$ cat config.mk
export PLATFORM = sky130hd
export DESIGN_NAME = neighborhood_reader_flat
export DESIGN_NICKNAME = d
export VERILOG_FILES = /design/src/rtl/neighborhood_reader_if.sv /design/src/rtl/neighborhood_reader.sv /design/src/flat_wrapper.sv
export SDC_FILE = /design/constraint.sdc
export NUM_CORES = 1
export LEC_CHECK = 0
export BUFFER_PORTS_ARGS = -buffer_cell sky130_fd_sc_hd__clkbuf_2
export CAP_MARGIN = 40
export CORE_MARGIN = 2
export CORE_UTILIZATION = 30
export DETAILED_ROUTE_END_ITERATION = 10
export REMOVE_ABC_BUFFERS = 1
export SKIP_CTS_REPAIR_TIMING = 1
export SLEW_MARGIN = 0
export SYNTH_ARGS = -nofsm -noshare
export SYNTH_HDL_FRONTEND = slang
export SYNTH_SLANG_ARGS = --single-unit
$ cat constraint.sdc
create_clock -name clk -period 3.7 [get_ports clk]
set_input_delay 0.555 -clock clk [delete_from_list [all_inputs] [get_ports clk]]
set_output_delay 0.555 -clock clk [all_outputs]
set_load 0.005 [all_outputs]
$ cat src/rtl/neighborhood_reader_if.sv
// Bundle between neighborhood_reader and its environment: request, shared BRAM read
// port and the streamed neighbourhood outputs. The slave modport is the reader itself.
interface neighborhood_reader_if #(
  parameter int unsigned BIT_DEPTH  = 9,
  parameter int unsigned DIMENSION  = 16,
  parameter int unsigned NUM_LAYERS = 3
);
  localparam int unsigned ADDR_W = $clog2(DIMENSION * DIMENSION);
  localparam int unsigned CW     = $clog2(DIMENSION);
  localparam int unsigned DW     = NUM_LAYERS * BIT_DEPTH;

  logic              start;
  logic [CW-1:0]     x;
  logic [CW-1:0]     y;
  logic [ADDR_W-1:0] bram_addr;
  logic [DW-1:0]     bram_data;
  logic              nbr_valid;
  logic [3:0]        nbr_idx;
  logic [DW-1:0]     nbr_data;
  logic              nbr_edge;
  logic              busy;
  logic              done;
  logic              is_max;
  logic              is_min;

  modport master (
    output start, x, y, bram_data,
    input  bram_addr, nbr_valid, nbr_idx, nbr_data, nbr_edge, busy, done, is_max, is_min
  );

  modport slave (
    input  start, x, y, bram_data,
    output bram_addr, nbr_valid, nbr_idx, nbr_data, nbr_edge, busy, done, is_max, is_min
  );
endinterface

$ cat src/rtl/neighborhood_reader.sv
// Fetches the 3x3 neighbourhood of (x,y) from NUM_LAYERS DoG BRAMs sharing one address,
// streaming one position per cycle (centre first) with edge clamping.
// Optional 26-neighbour extrema compare is built when EXTREMA_CMP_EN is defined.
module neighborhood_reader #(
  parameter int unsigned BIT_DEPTH    = 9,
  parameter int unsigned DIMENSION    = 16,
  parameter int unsigned NUM_LAYERS   = 3,
  parameter int unsigned READ_LATENCY = 2
) (
  input logic                clk,
  input logic                rst_in,
  neighborhood_reader_if.slave bus
);
  localparam int unsigned ADDR_W = $clog2(DIMENSION * DIMENSION);
  localparam int unsigned CW     = $clog2(DIMENSION);
  localparam int unsigned DW     = NUM_LAYERS * BIT_DEPTH;
  localparam int unsigned RL     = READ_LATENCY;
  localparam int unsigned CNT_W  = ($clog2(RL + 1) > 4) ? $clog2(RL + 1) : 4;
  localparam logic [CW-1:0] CMAX = CW'(DIMENSION - 1);

  typedef enum logic [1:0] {StIdle, StIssue, StDrain} state_e;

  state_e            r_state, w_state_next;
  logic [CNT_W-1:0]  r_cnt, w_cnt_next;
  logic [CW-1:0]     r_cx, r_cy;
  logic [ADDR_W-1:0] r_addr;
  logic              w_accept, w_issue;
  logic [3:0]        w_k, w_idx;
  logic [1:0]        w_row, w_col;
  logic [CW-1:0]     w_in_x, w_in_y, w_bx, w_by, w_nx, w_ny;
  logic              w_ex, w_ey, w_edge;
  logic [ADDR_W-1:0] w_addr;

  // Sideband at the address stage, then READ_LATENCY stages to meet bram_data.
  logic                  r_a_vld, r_a_edge, r_a_last;
  logic [3:0]            r_a_idx;
  logic [RL-1:0]         r_sr_vld, r_sr_edge, r_sr_last;
  logic [RL-1:0][3:0]    r_sr_idx;
  logic                  w_tap_vld, w_tap_last;
  logic [3:0]            w_tap_idx;

  logic              r_nbr_valid, r_nbr_edge, r_done;
  logic [3:0]        r_nbr_idx;
  logic [DW-1:0]     r_nbr_data;

  // Clamp one axis of a neighbour: d=0 is -1, d=1 is 0, d=2 is +1. Returns {edge, coord}.
  function automatic logic [CW:0] nbr_axis(input logic [CW-1:0] c, input logic [1:0] d);
    logic [CW:0] r;
    case (d)
      2'd0:    r = (c == '0)   ? {1'b1, c} : {1'b0, c - CW'(1)};
      2'd2:    r = (c == CMAX) ? {1'b1, c} : {1'b0, c + CW'(1)};
      default: r = {1'b0, c};
    endcase
    return r;
  endfunction

  assign w_in_x = (bus.x > CMAX) ? CMAX : bus.x;
  assign w_in_y = (bus.y > CMAX) ? CMAX : bus.y;

  // Next state and which issue slot k (if any) gets registered onto bram_addr.
  always_comb begin
    w_state_next = r_state;
    w_cnt_next   = r_cnt;
    w_accept     = 1'b0;
    w_issue      = 1'b0;
    w_k          = 4'd0;
    case (r_state)
      StIdle: begin
        if (bus.start) begin
          w_state_next = StIssue;
          w_cnt_next   = '0;
          w_accept     = 1'b1;
          w_issue      = 1'b1;
        end
      end
      StIssue: begin
        // r_cnt is the slot currently on bram_addr
        if (r_cnt == CNT_W'(8)) begin
          w_state_next = StDrain;
          w_cnt_next   = '0;
        end else begin
          w_cnt_next = r_cnt + CNT_W'(1);
          w_issue    = 1'b1;
          w_k        = r_cnt[3:0] + 4'd1;
        end
      end
      StDrain: begin
        if (r_cnt == CNT_W'(RL)) begin
          w_state_next = StIdle;
          w_cnt_next   = '0;
        end else begin
          w_cnt_next = r_cnt + CNT_W'(1);
        end
      end
      default: w_state_next = StIdle;
    endcase
  end

  // Slot k to raster index: centre first, then 0,1,2,3,5,6,7,8; then split into row/col.
  always_comb begin
    if (w_k == 4'd0)      w_idx = 4'd4;
    else if (w_k <= 4'd4) w_idx = w_k - 4'd1;
    else                  w_idx = w_k;
    case (w_idx)
      4'd0, 4'd1, 4'd2: w_row = 2'd0;
      4'd3, 4'd4, 4'd5: w_row = 2'd1;
      default:          w_row = 2'd2;
    endcase
    case (w_idx)
      4'd0, 4'd3, 4'd6: w_col = 2'd0;
      4'd1, 4'd4, 4'd7: w_col = 2'd1;
      default:          w_col = 2'd2;
    endcase
  end

  // Clamped neighbour coordinate and its linear address.
  always_comb begin
    w_bx = w_accept ? w_in_x : r_cx;
    w_by = w_accept ? w_in_y : r_cy;
    {w_ex, w_nx} = nbr_axis(w_bx, w_col);
    {w_ey, w_ny} = nbr_axis(w_by, w_row);
    w_edge = w_ex | w_ey;
    w_addr = ADDR_W'(w_ny) * ADDR_W'(DIMENSION) + ADDR_W'(w_nx);
  end

  // FSM state, latched centre, address register and address-stage sideband.
  always_ff @(posedge clk or negedge rst_in) begin
    if (!rst_in) begin
      r_state  <= StIdle;
      r_cnt    <= '0;
      r_cx     <= '0;
      r_cy     <= '0;
      r_addr   <= '0;
      r_a_vld  <= 1'b0;
      r_a_edge <= 1'b0;
      r_a_last <= 1'b0;
      r_a_idx  <= 4'd0;
    end else begin
      r_state <= w_state_next;
      r_cnt   <= w_cnt_next;
      if (w_accept) begin
        r_cx <= w_in_x;
        r_cy <= w_in_y;
      end
      if (w_issue) r_addr <= w_addr;
      r_a_vld  <= w_issue;
      r_a_edge <= w_issue & w_edge;
      r_a_last <= w_issue && (w_k == 4'd8);
      r_a_idx  <= w_issue ? w_idx : 4'd0;
    end
  end

  // Latency shift register aligning sideband with returning bram_data.
  always_ff @(posedge clk or negedge rst_in) begin
    if (!rst_in) begin
      r_sr_vld  <= '0;
      r_sr_edge <= '0;
      r_sr_last <= '0;
      r_sr_idx  <= '0;
    end else begin
      r_sr_vld[0]  <= r_a_vld;
      r_sr_edge[0] <= r_a_edge;
      r_sr_last[0] <= r_a_last;
      r_sr_idx[0]  <= r_a_idx;
      for (int i = 1; i < int'(RL); i++) begin
        r_sr_vld[i]  <= r_sr_vld[i-1];
        r_sr_edge[i] <= r_sr_edge[i-1];
        r_sr_last[i] <= r_sr_last[i-1];
        r_sr_idx[i]  <= r_sr_idx[i-1];
      end
    end
  end

  assign w_tap_vld  = r_sr_vld[RL-1];
  assign w_tap_last = r_sr_last[RL-1];
  assign w_tap_idx  = r_sr_idx[RL-1];

  // Output register: capture BRAM data with its sideband; done rides with the last sample.
  always_ff @(posedge clk or negedge rst_in) begin
    if (!rst_in) begin
      r_nbr_valid <= 1'b0;
      r_nbr_edge  <= 1'b0;
      r_nbr_idx   <= 4'd0;
      r_nbr_data  <= '0;
      r_done      <= 1'b0;
    end else begin
      r_nbr_valid <= w_tap_vld;
      r_done      <= w_tap_vld & w_tap_last;
      if (w_tap_vld) begin
        r_nbr_edge <= r_sr_edge[RL-1];
        r_nbr_idx  <= w_tap_idx;
        r_nbr_data <= bus.bram_data;
      end
    end
  end

  assign bus.bram_addr = r_addr;
  assign bus.nbr_valid = r_nbr_valid;
  assign bus.nbr_idx   = r_nbr_idx;
  assign bus.nbr_data  = r_nbr_data;
  assign bus.nbr_edge  = r_nbr_edge;
  assign bus.busy      = (r_state != StIdle);
  assign bus.done      = r_done;

`ifdef EXTREMA_CMP_EN
  localparam int unsigned MID = NUM_LAYERS / 2;

  logic signed [BIT_DEPTH-1:0] r_ctr, w_ref, w_s;
  logic r_run_max, r_run_min, r_is_max, r_is_min;
  logic w_first, w_gt_all, w_lt_all, w_max_next, w_min_next;

  // The centre arrives first (idx 4 only occurs at slot 0).
  assign w_first = w_tap_vld && (w_tap_idx == 4'd4);

  // Compare every sample this cycle against the centre, skipping the centre itself.
  always_comb begin
    w_ref    = w_first ? $signed(bus.bram_data[MID*BIT_DEPTH +: BIT_DEPTH]) : r_ctr;
    w_gt_all = 1'b1;
    w_lt_all = 1'b1;
    w_s      = '0;
    for (int l = 0; l < int'(NUM_LAYERS); l++) begin
      w_s = $signed(bus.bram_data[l*BIT_DEPTH +: BIT_DEPTH]);
      if (!(w_first && (l == int'(MID)))) begin
        w_gt_all = w_gt_all & (w_ref > w_s);
        w_lt_all = w_lt_all & (w_ref < w_s);
      end
    end
    w_max_next = w_first ? w_gt_all : (r_run_max & w_gt_all);
    w_min_next = w_first ? w_lt_all : (r_run_min & w_lt_all);
  end

  // Running flags; published with done, cleared on the next acceptance.
  always_ff @(posedge clk or negedge rst_in) begin
    if (!rst_in) begin
      r_ctr     <= '0;
      r_run_max <= 1'b0;
      r_run_min <= 1'b0;
      r_is_max  <= 1'b0;
      r_is_min  <= 1'b0;
    end else begin
      if (w_accept) begin
        r_is_max <= 1'b0;
        r_is_min <= 1'b0;
      end
      if (w_tap_vld) begin
        if (w_first) r_ctr <= w_ref;
        r_run_max <= w_max_next;
        r_run_min <= w_min_next;
        if (w_tap_last) begin
          r_is_max <= w_max_next;
          r_is_min <= w_min_next;
        end
      end
    end
  end

  assign bus.is_max = r_is_max;
  assign bus.is_min = r_is_min;
`else
  assign bus.is_max = 1'b0;
  assign bus.is_min = 1'b0;
`endif

endmodule

$ cat src/flat_wrapper.sv
// flat-port wrapper written by rule: the top's interface ports become plain ports
module neighborhood_reader_flat 
#(
  parameter int unsigned BIT_DEPTH    = 9,
  parameter int unsigned DIMENSION    = 16,
  parameter int unsigned NUM_LAYERS   = 3,
  parameter int unsigned READ_LATENCY = 2
)
  (clk, rst_in, bus_start, bus_x, bus_y, bus_bram_data, bus_bram_addr, bus_nbr_valid, bus_nbr_idx, bus_nbr_data, bus_nbr_edge, bus_busy, bus_done, bus_is_max, bus_is_min);
  neighborhood_reader_if #(.BIT_DEPTH(BIT_DEPTH), .DIMENSION(DIMENSION), .NUM_LAYERS(NUM_LAYERS)) bus_i ();
  input logic clk;
  input logic rst_in;
  input wire logic [$bits(bus_i.start)-1:0] bus_start;
  input wire logic [$bits(bus_i.x)-1:0] bus_x;
  input wire logic [$bits(bus_i.y)-1:0] bus_y;
  input wire logic [$bits(bus_i.bram_data)-1:0] bus_bram_data;
  output wire logic [$bits(bus_i.bram_addr)-1:0] bus_bram_addr;
  output wire logic [$bits(bus_i.nbr_valid)-1:0] bus_nbr_valid;
  output wire logic [$bits(bus_i.nbr_idx)-1:0] bus_nbr_idx;
  output wire logic [$bits(bus_i.nbr_data)-1:0] bus_nbr_data;
  output wire logic [$bits(bus_i.nbr_edge)-1:0] bus_nbr_edge;
  output wire logic [$bits(bus_i.busy)-1:0] bus_busy;
  output wire logic [$bits(bus_i.done)-1:0] bus_done;
  output wire logic [$bits(bus_i.is_max)-1:0] bus_is_max;
  output wire logic [$bits(bus_i.is_min)-1:0] bus_is_min;
  assign bus_i.start = bus_start;
  assign bus_i.x = bus_x;
  assign bus_i.y = bus_y;
  assign bus_i.bram_data = bus_bram_data;
  assign bus_bram_addr = bus_i.bram_addr;
  assign bus_nbr_valid = bus_i.nbr_valid;
  assign bus_nbr_idx = bus_i.nbr_idx;
  assign bus_nbr_data = bus_i.nbr_data;
  assign bus_nbr_edge = bus_i.nbr_edge;
  assign bus_busy = bus_i.busy;
  assign bus_done = bus_i.done;
  assign bus_is_max = bus_i.is_max;
  assign bus_is_min = bus_i.is_min;
  neighborhood_reader #(.BIT_DEPTH(BIT_DEPTH), .DIMENSION(DIMENSION), .NUM_LAYERS(NUM_LAYERS), .READ_LATENCY(READ_LATENCY)) u_core (.clk(clk), .rst_in(rst_in), .bus(bus_i));
endmodule
* After elaboration in Yosys (flattened, before gate mapping) *
Index checks and enable logic that the tools add are counted.

word-level totals
  register bits after elaboration = 77
  output and inout bits = 45
  logic and storage cells = 95

operators by class
  $add $sub $neg = 7
  magnitude comparators = 3
  eq/ne operators = 19
  muxes and demuxes = 28
  bitwise gates (word level) = 3
  reductions and logical operators = 16

operators with widths
  kind                 number
  $mux 4               11
  $mux 5               4
  $pmux 5 s2           2
  $eq 4x3->1 const B   4
  $eq 4x4->1 const B   4
  $logic_not 4->1      4
  $add 4x1->4 const B  3
  $eq 4x2->1 const B   3
  $pmux 4 s3           1
  $reduce_or 3->1      4
  $sub 4x1->4 const B  3
  $add 8x4->8          1
  $gt 4x4->1 const B   2
  $pmux 2 s2           2
  $eq 2x2->1 const B   3
  $logic_not 2->1      3
  $mux 2               3
  $pmux 2 s3           1
  $eq 4x1->1 const B   1
  $le 4x3->1 const B   1
  $ne 2x1->1 const B   2
  $mux 1               3
  $reduce_and 3->1     1
  $reduce_bool 3->1    1
  8 further kinds      9

* Longest topological paths before layout *
  word-level depth = 13
  depth in mapped cells = 16

* Least setup slack after synthesis *
No wires, ideal clock.

  path kind = register to register
  from = register u_core.r_cnt[0]
  to = register u_core.r_a_edge
  arrival = 3.122 ns
  data required time = 3.617 ns
  setup slack = 0.495 ns
  cell stages (with the launch flop) = 16
  path buffers = 1
  period minus slack after synthesis = 3.205 ns
  path through = dfrtp_1 inv_1 ha_1 nand2_1 o21a_1 nand2_1 ha_1 inv_1 a31o_2 o21ai_0 o22a_1 buf_4 xnor2_1 a21oi_1 or3_1 a31oi_1

on the way
  longest elaborated chain between the ends = 13

ends and longest elaborated chain
  item                                           line                                                    source
  from (decl)                                    neighborhood_reader.sv:24                               logic [CNT_W-1:0] r_cnt, w_cnt_next;
  from (signal assigned)                         neighborhood_reader.sv:140                              r_cnt <= w_cnt_next;
  $add 4x1->4 or $eq 4x4->1 (tied branches)      neighborhood_reader.sv:84, neighborhood_reader.sv:78
  $mux 4                                         neighborhood_reader.sv:78                               if (r_cnt == CNT_W'(8)) begin
  $mux 4                                         neighborhood_reader.sv:67                               case (r_state)
  $sub 4x1->4 or $le 4x3->1 (tied branches)      neighborhood_reader.sv:102                              else if (w_k <= 4'd4) w_idx = w_k - 4'd1;
  $mux 4                                         neighborhood_reader.sv:102
  $mux 4                                         neighborhood_reader.sv:101                              if (w_k == 4'd0) w_idx = 4'd4;
  $eq 4x1->1, or another cell as far along       neighborhood_reader.sv:104, neighborhood_reader.sv:109
  $reduce_or 3->1 (on tied branches)             neighborhood_reader.sv:109, neighborhood_reader.sv:104
  $pmux 2 s2 (on tied branches)                  neighborhood_reader.sv:109, neighborhood_reader.sv:104
  $eq 2x2->1 or $logic_not 2->1 (tied branches)  neighborhood_reader.sv:49                               case (d)
  $pmux 5 s2                                     neighborhood_reader.sv:49
  $or 1x1->1                                     neighborhood_reader.sv:122                              w_edge = w_ex | w_ey;
  $and 1x1->1 *                                  neighborhood_reader.sv:147                              r_a_edge <= w_issue & w_edge;
  to (signal assigned)                           neighborhood_reader.sv:147
  to (decl)                                      neighborhood_reader.sv:35                               logic r_a_vld, r_a_edge, r_a_last;

Every way passes the cells marked *; elsewhere a longest branch is shown, timed or not.
A chain may end at the register's enable or synchronous reset.

* Final worst setup path *
  from = register u_core.r_cnt[1]
  to = register u_core.r_addr[1], in the netlist u_core.bus.bram_addr[1]

on the way
  longest elaborated chain between the ends = 12

ends and longest elaborated chain
  item                                           line                                                  source
  $add 4x1->4 or $eq 4x4->1 (tied branches)      neighborhood_reader.sv:84, neighborhood_reader.sv:78
  $mux 4                                         neighborhood_reader.sv:78
  $mux 4                                         neighborhood_reader.sv:67
  $sub 4x1->4 or $le 4x3->1 (tied branches)      neighborhood_reader.sv:102
  $mux 4                                         neighborhood_reader.sv:102
  $mux 4                                         neighborhood_reader.sv:101
  $eq 4x1->1, or another cell as far along       neighborhood_reader.sv:109                            case (w_idx)
  $reduce_or 3->1                                neighborhood_reader.sv:109
  $pmux 2 s2                                     neighborhood_reader.sv:109
  $eq 2x2->1 or $logic_not 2->1 (tied branches)  neighborhood_reader.sv:49
  $pmux 5 s2                                     neighborhood_reader.sv:49
  $add 8x4->8                                    neighborhood_reader.sv:123                            w_addr = ADDR_W'(w_ny) * ADDR_W'(DIMENSION) + ADDR_W'(w_nx);
  to (signal assigned)                           neighborhood_reader.sv:145                            if (w_issue) r_addr <= w_addr;
  to (decl)                                      neighborhood_reader.sv:26                             logic [ADDR_W-1:0] r_addr;

Several ways; a longest one is shown, not always the timed one.

==> qor.log <==
[cells_and_area] most common library cell in the layout ignoring fill and taps clkbuf_2
[pwr] leakage component of the power 2.34 nW
[cells_and_area] number of fill cells 1,265
[sta] transition time at the pin with the least slew margin 0.754 ns
[logic_synthesis] number of warning messages in the yosys log 0
[logic_synthesis] cells after synthesis 351
[logic_synthesis] number of flops mapped to enable cells by yosys 0
[cts] CTS root buf clkbuf_16
[logic_synthesis] proportion of register bits with asynchronous set or reset after synthesis 100%
[place] number of port buffers 80
[cts] CTS tree done
[logic_synthesis] area share of fa/ha/maj cells after synthesis 3.74%
[logic_synthesis] fraction of synthesized area in multiplexers 12.5%
[setup_path] type of the setup path with the least slack flop to flop
[cts] clock latency of the later-clocked register in the worst-skew pair 0.33 ns
[sta] final worst-path cycle share 92.3%
[pwr] areal power density over the cells 1010 nW/um^2
[cells_and_area] commonest cells after routing, fill and taps aside clkbuf_2, dfrtp_1, mux2_2
[floorplan] full die area 14,300 sq um
[place] DPL Wire Length 6740 microns
[logic_synthesis] post-synthesis compound-gate area fraction 17.7%
[cts] TritonCTS Buffers 9
[setup_path] Required @ worst endpoint 3.91 ns
[place] last weighted congestion value of the routability-driven placer 0.837
[routing] via/cell ratio 5.01
[routing] DR vias 3,129
[cts] H-tree depth 3
[grt] number of global-route vias before repair 2,992
[grt] total overflow reported by the global router 0
[setup_path] number of cells on the worst reg-to-reg path 14
[setup_path] Crit Reg-Reg Endpoint u_core.bus.bram_addr[1]
[pwr] final total power 0.00507 W
[sta] peak clock frequency supported by timing 0.293 GHz
[logic_synthesis] largest family of logic cells by synthesized area compound AO/OA/AOI/OAI gates
[floorplan] placeable core region 13,100 sq um
[floorplan] Die Ht 120 microns
[routing] Initial DRC Count 239
[setup_path] crit end category flop
[floorplan] Die X-Extent 120 microns
[cells_and_area] fraction of layout instances using a drive strength above 1 38.1%
[routing] wire length after detailed routing 9000 microns
[grt] number of antenna violations at the first check in global routing 0
[logic_synthesis] proportion of synthesized chip area in sequential cells 48.0%
[cts] number of sinks handled by clock tree synthesis 77
[sta] setup clock skew after layout 0.00582 ns
[routing] average routed wire per standard cell 14.4 microns
[sta] Slew Viols, Final 0
[setup_path] worst path arrival time 3.63 ns
[floorplan] initial cell density of the core 30.5%
[grt] maximum number of pins on one net before global-route repair 59
[logic_synthesis] flop and latch count out of synthesis 77
[cts] Reg clk slew, reported paths 0.06 ns
[status] run status finished, final reports clean
[setup_path] Critical Path Fanout Max 8
[floorplan] I/O pin total 83
[routing] number of detailed-route iterations in the first pass 5
[sta] setup_tns 0 ns
[routing] number of nets with antenna violations after detailed routing 0
[routing] total DRC errors in the routed layout 0
[cells_and_area] area of all sequential standard cells 1930 sq um
[floorplan] number of core rows 42
[pwr] maximum VDD drop 0.320 mV
[sta] worst hold slack across all endpoints 0.117 ns
[cts] buffer levels on the longest clock path 2
[grt] GRT Overall Usage 12.8%
[logic_synthesis] dominant synthesized flop cell dfrtp_1
[setup_path] termination of the worst setup path u_core.bus.bram_addr[1]
[logic_synthesis] synthesized area 4010 sq um
[logic_synthesis] fraction of synthesized cell area in xor and xnor cells 0.218%
[sta] Setup Viol. Count Final 0
[cells_and_area] count of inserted antenna diode cells 0
[cells_and_area] # nets final 494
[sta] unrepaired setup endpoints after global routing false
[setup_path] critical path startpoint category flop
[setup_path] r2r setup slk 0.28 ns
[worst_hold_path] worst hold-check path type input port to async pin
[sta] relative max-transition margin 49.7%
[sta] total count of hold-check failures in the final report 0
[grt] wire length of the first global-routing pass 14,600 microns
[setup_path] source of the critical timing path u_core.r_cnt[1]
[cells_and_area] combined area of the multi-input logic cells 1950 sq um
[cells_and_area] growth of design area from synthesis to finish 24.8%
[sta] Min Clock Period, post-route 3.42 ns
[run] max_cap viols 0
[setup_path] startpoint of the lowest-slack register-to-register path u_core.r_cnt[1]
[logic_synthesis] post-synthesis simple-gate area fraction 14.1%
[logic_synthesis] library cells used by synthesis 74
[logic_synthesis] Avg Inst Size Synth 11.4 sq um
-- cells by family (layout without fill, tap and decap cells) --
logic type      Yosys count  in the layout
compound gates           86             86
xor+xnor                  1              1
fa+ha+maj                12             12
buf+inv                  32            129
flops                    77             77
mux                      46             46
other cells               1              2
simple gates             96             96
-- critical path: stages (launching register included) --
cell     delay (ns)
dfrtp_1        0.44
inv_1          0.08
ha_1           0.18
nand2_1        0.13
o21a_1         0.25
nand2_1        0.19
ha_2           0.31
inv_1          0.12
a31o_2         0.24
o21ai_0        0.21
o22a_2         0.30
o41ai_2        0.09
a31o_2         0.29
o211a_1        0.13
o32a_1         0.32
-- through the flow --
stage	instance area, sq um	setup WS [ns]	utilization, %	std cells
6_report	5000	0.283	38.1	625
5_1_grt	5000	0.0734	38.1	625
4_1_cts	5000	0.148	38.1	625
3_5_place_dp	4710	0.177	35.9	609
3_3_place_gp	4660	0.310	35.4	607
2_1_floorplan	3940	0.357	-	338
-- where the power goes --
group | internal (W) | total (W) | switching [W]
logic | 0.00126 | 0.00284 | 0.00159
clock network | 0.000490 | 0.000817 | 0.000327
registers | 0.00121 | 0.00141 | 0.000196
-- synthesized netlist by cell type (3+ instances only) --
cell type	n	area share, %
nand4b_1	3	0.66
nand2b_1	4	0.62
a32oi_1	3	0.66
dfrtp_1	77	48
a21oi_1	15	1.9
nand3_1	11	1.4
nor2b_1	4	0.62
a22o_1	3	0.66
clkbuf_1	5	0.47
and3_1	6	0.94
buf_4	3	0.56
mux2_2	33	9.3
nor3_4	3	1.2
mux2i_1	13	3.2
nor3_1	6	0.75
nor4_1	3	0.47
o211ai_1	4	0.75
a21o_1	4	0.75
ha_1	12	3.7
buf_2	5	0.62
nor2_1	20	1.9
o21ai_0	12	1.5
o22ai_1	3	0.47
inv_1	16	1.5
nand2_1	16	1.5
-- registers in the layout, summed over array words and instances (netlist names) --
register / count
u_core.r_sr_vld: 2
u_core.bus.nbr_edge: 1
u_core.r_a_last: 1
u_core.w_tap_idx: 4
u_core.bus.nbr_data: 27
u_core.bus.nbr_idx: 4
u_core.r_a_edge: 1
u_core.r_sr_last: 2
u_core.r_state: 2
u_core.r_cy: 4
u_core.bus.bram_addr: 8
u_core.r_sr_edge: 2
u_core.r_a_idx: 4
u_core.r_cnt: 4
u_core.bus.nbr_valid: 1
u_core.r_cx: 4
u_core.bus.done: 1
u_core.r_sr_idx: 4
u_core.r_a_vld: 1
-- layout make-up --
class | instances | area share (%)
multi-input cells | 243 | 38.9
flip-flops and latches | 77 | 38.5
repair buffers | 95 | 11.1
clock buffers | 11 | 5.05
well taps | 176 | 4.40
inverters | 18 | 1.35
clock inverters | 5 | 0.700
-- metal layers --
| layer | wire length (microns) | global-route usage [%] |
|---|---|---|
| met1 | 4040 | 16.3 |
| met2 | 4310 | 20.9 |
| met3 | 584 | 3.42 |
| met4 | 66 | 4.56 |
| met5 | 0 | 0 |
-- worst min path at each step --
stage                                          to  slack, ns  cells past startpoint          startpoint
after global placement         u_core.r_sr_vld[1]       0.33                      0  u_core.r_sr_vld[0]
after global routing       u_core.bus.nbr_data[2]       0.12                      1              rst_in
after CTS                     u_core.r_sr_last[1]       0.11                      1              rst_in
final                      u_core.bus.nbr_data[2]       0.12                      1              rst_in
after detailed placement       u_core.r_sr_idx[3]       0.33                      0   u_core.r_a_idx[3]
after floorplan           u_core.bus.bram_addr[0]       0.26                      0              rst_in
No activity file was read; power rests on OpenSTA's default activity.
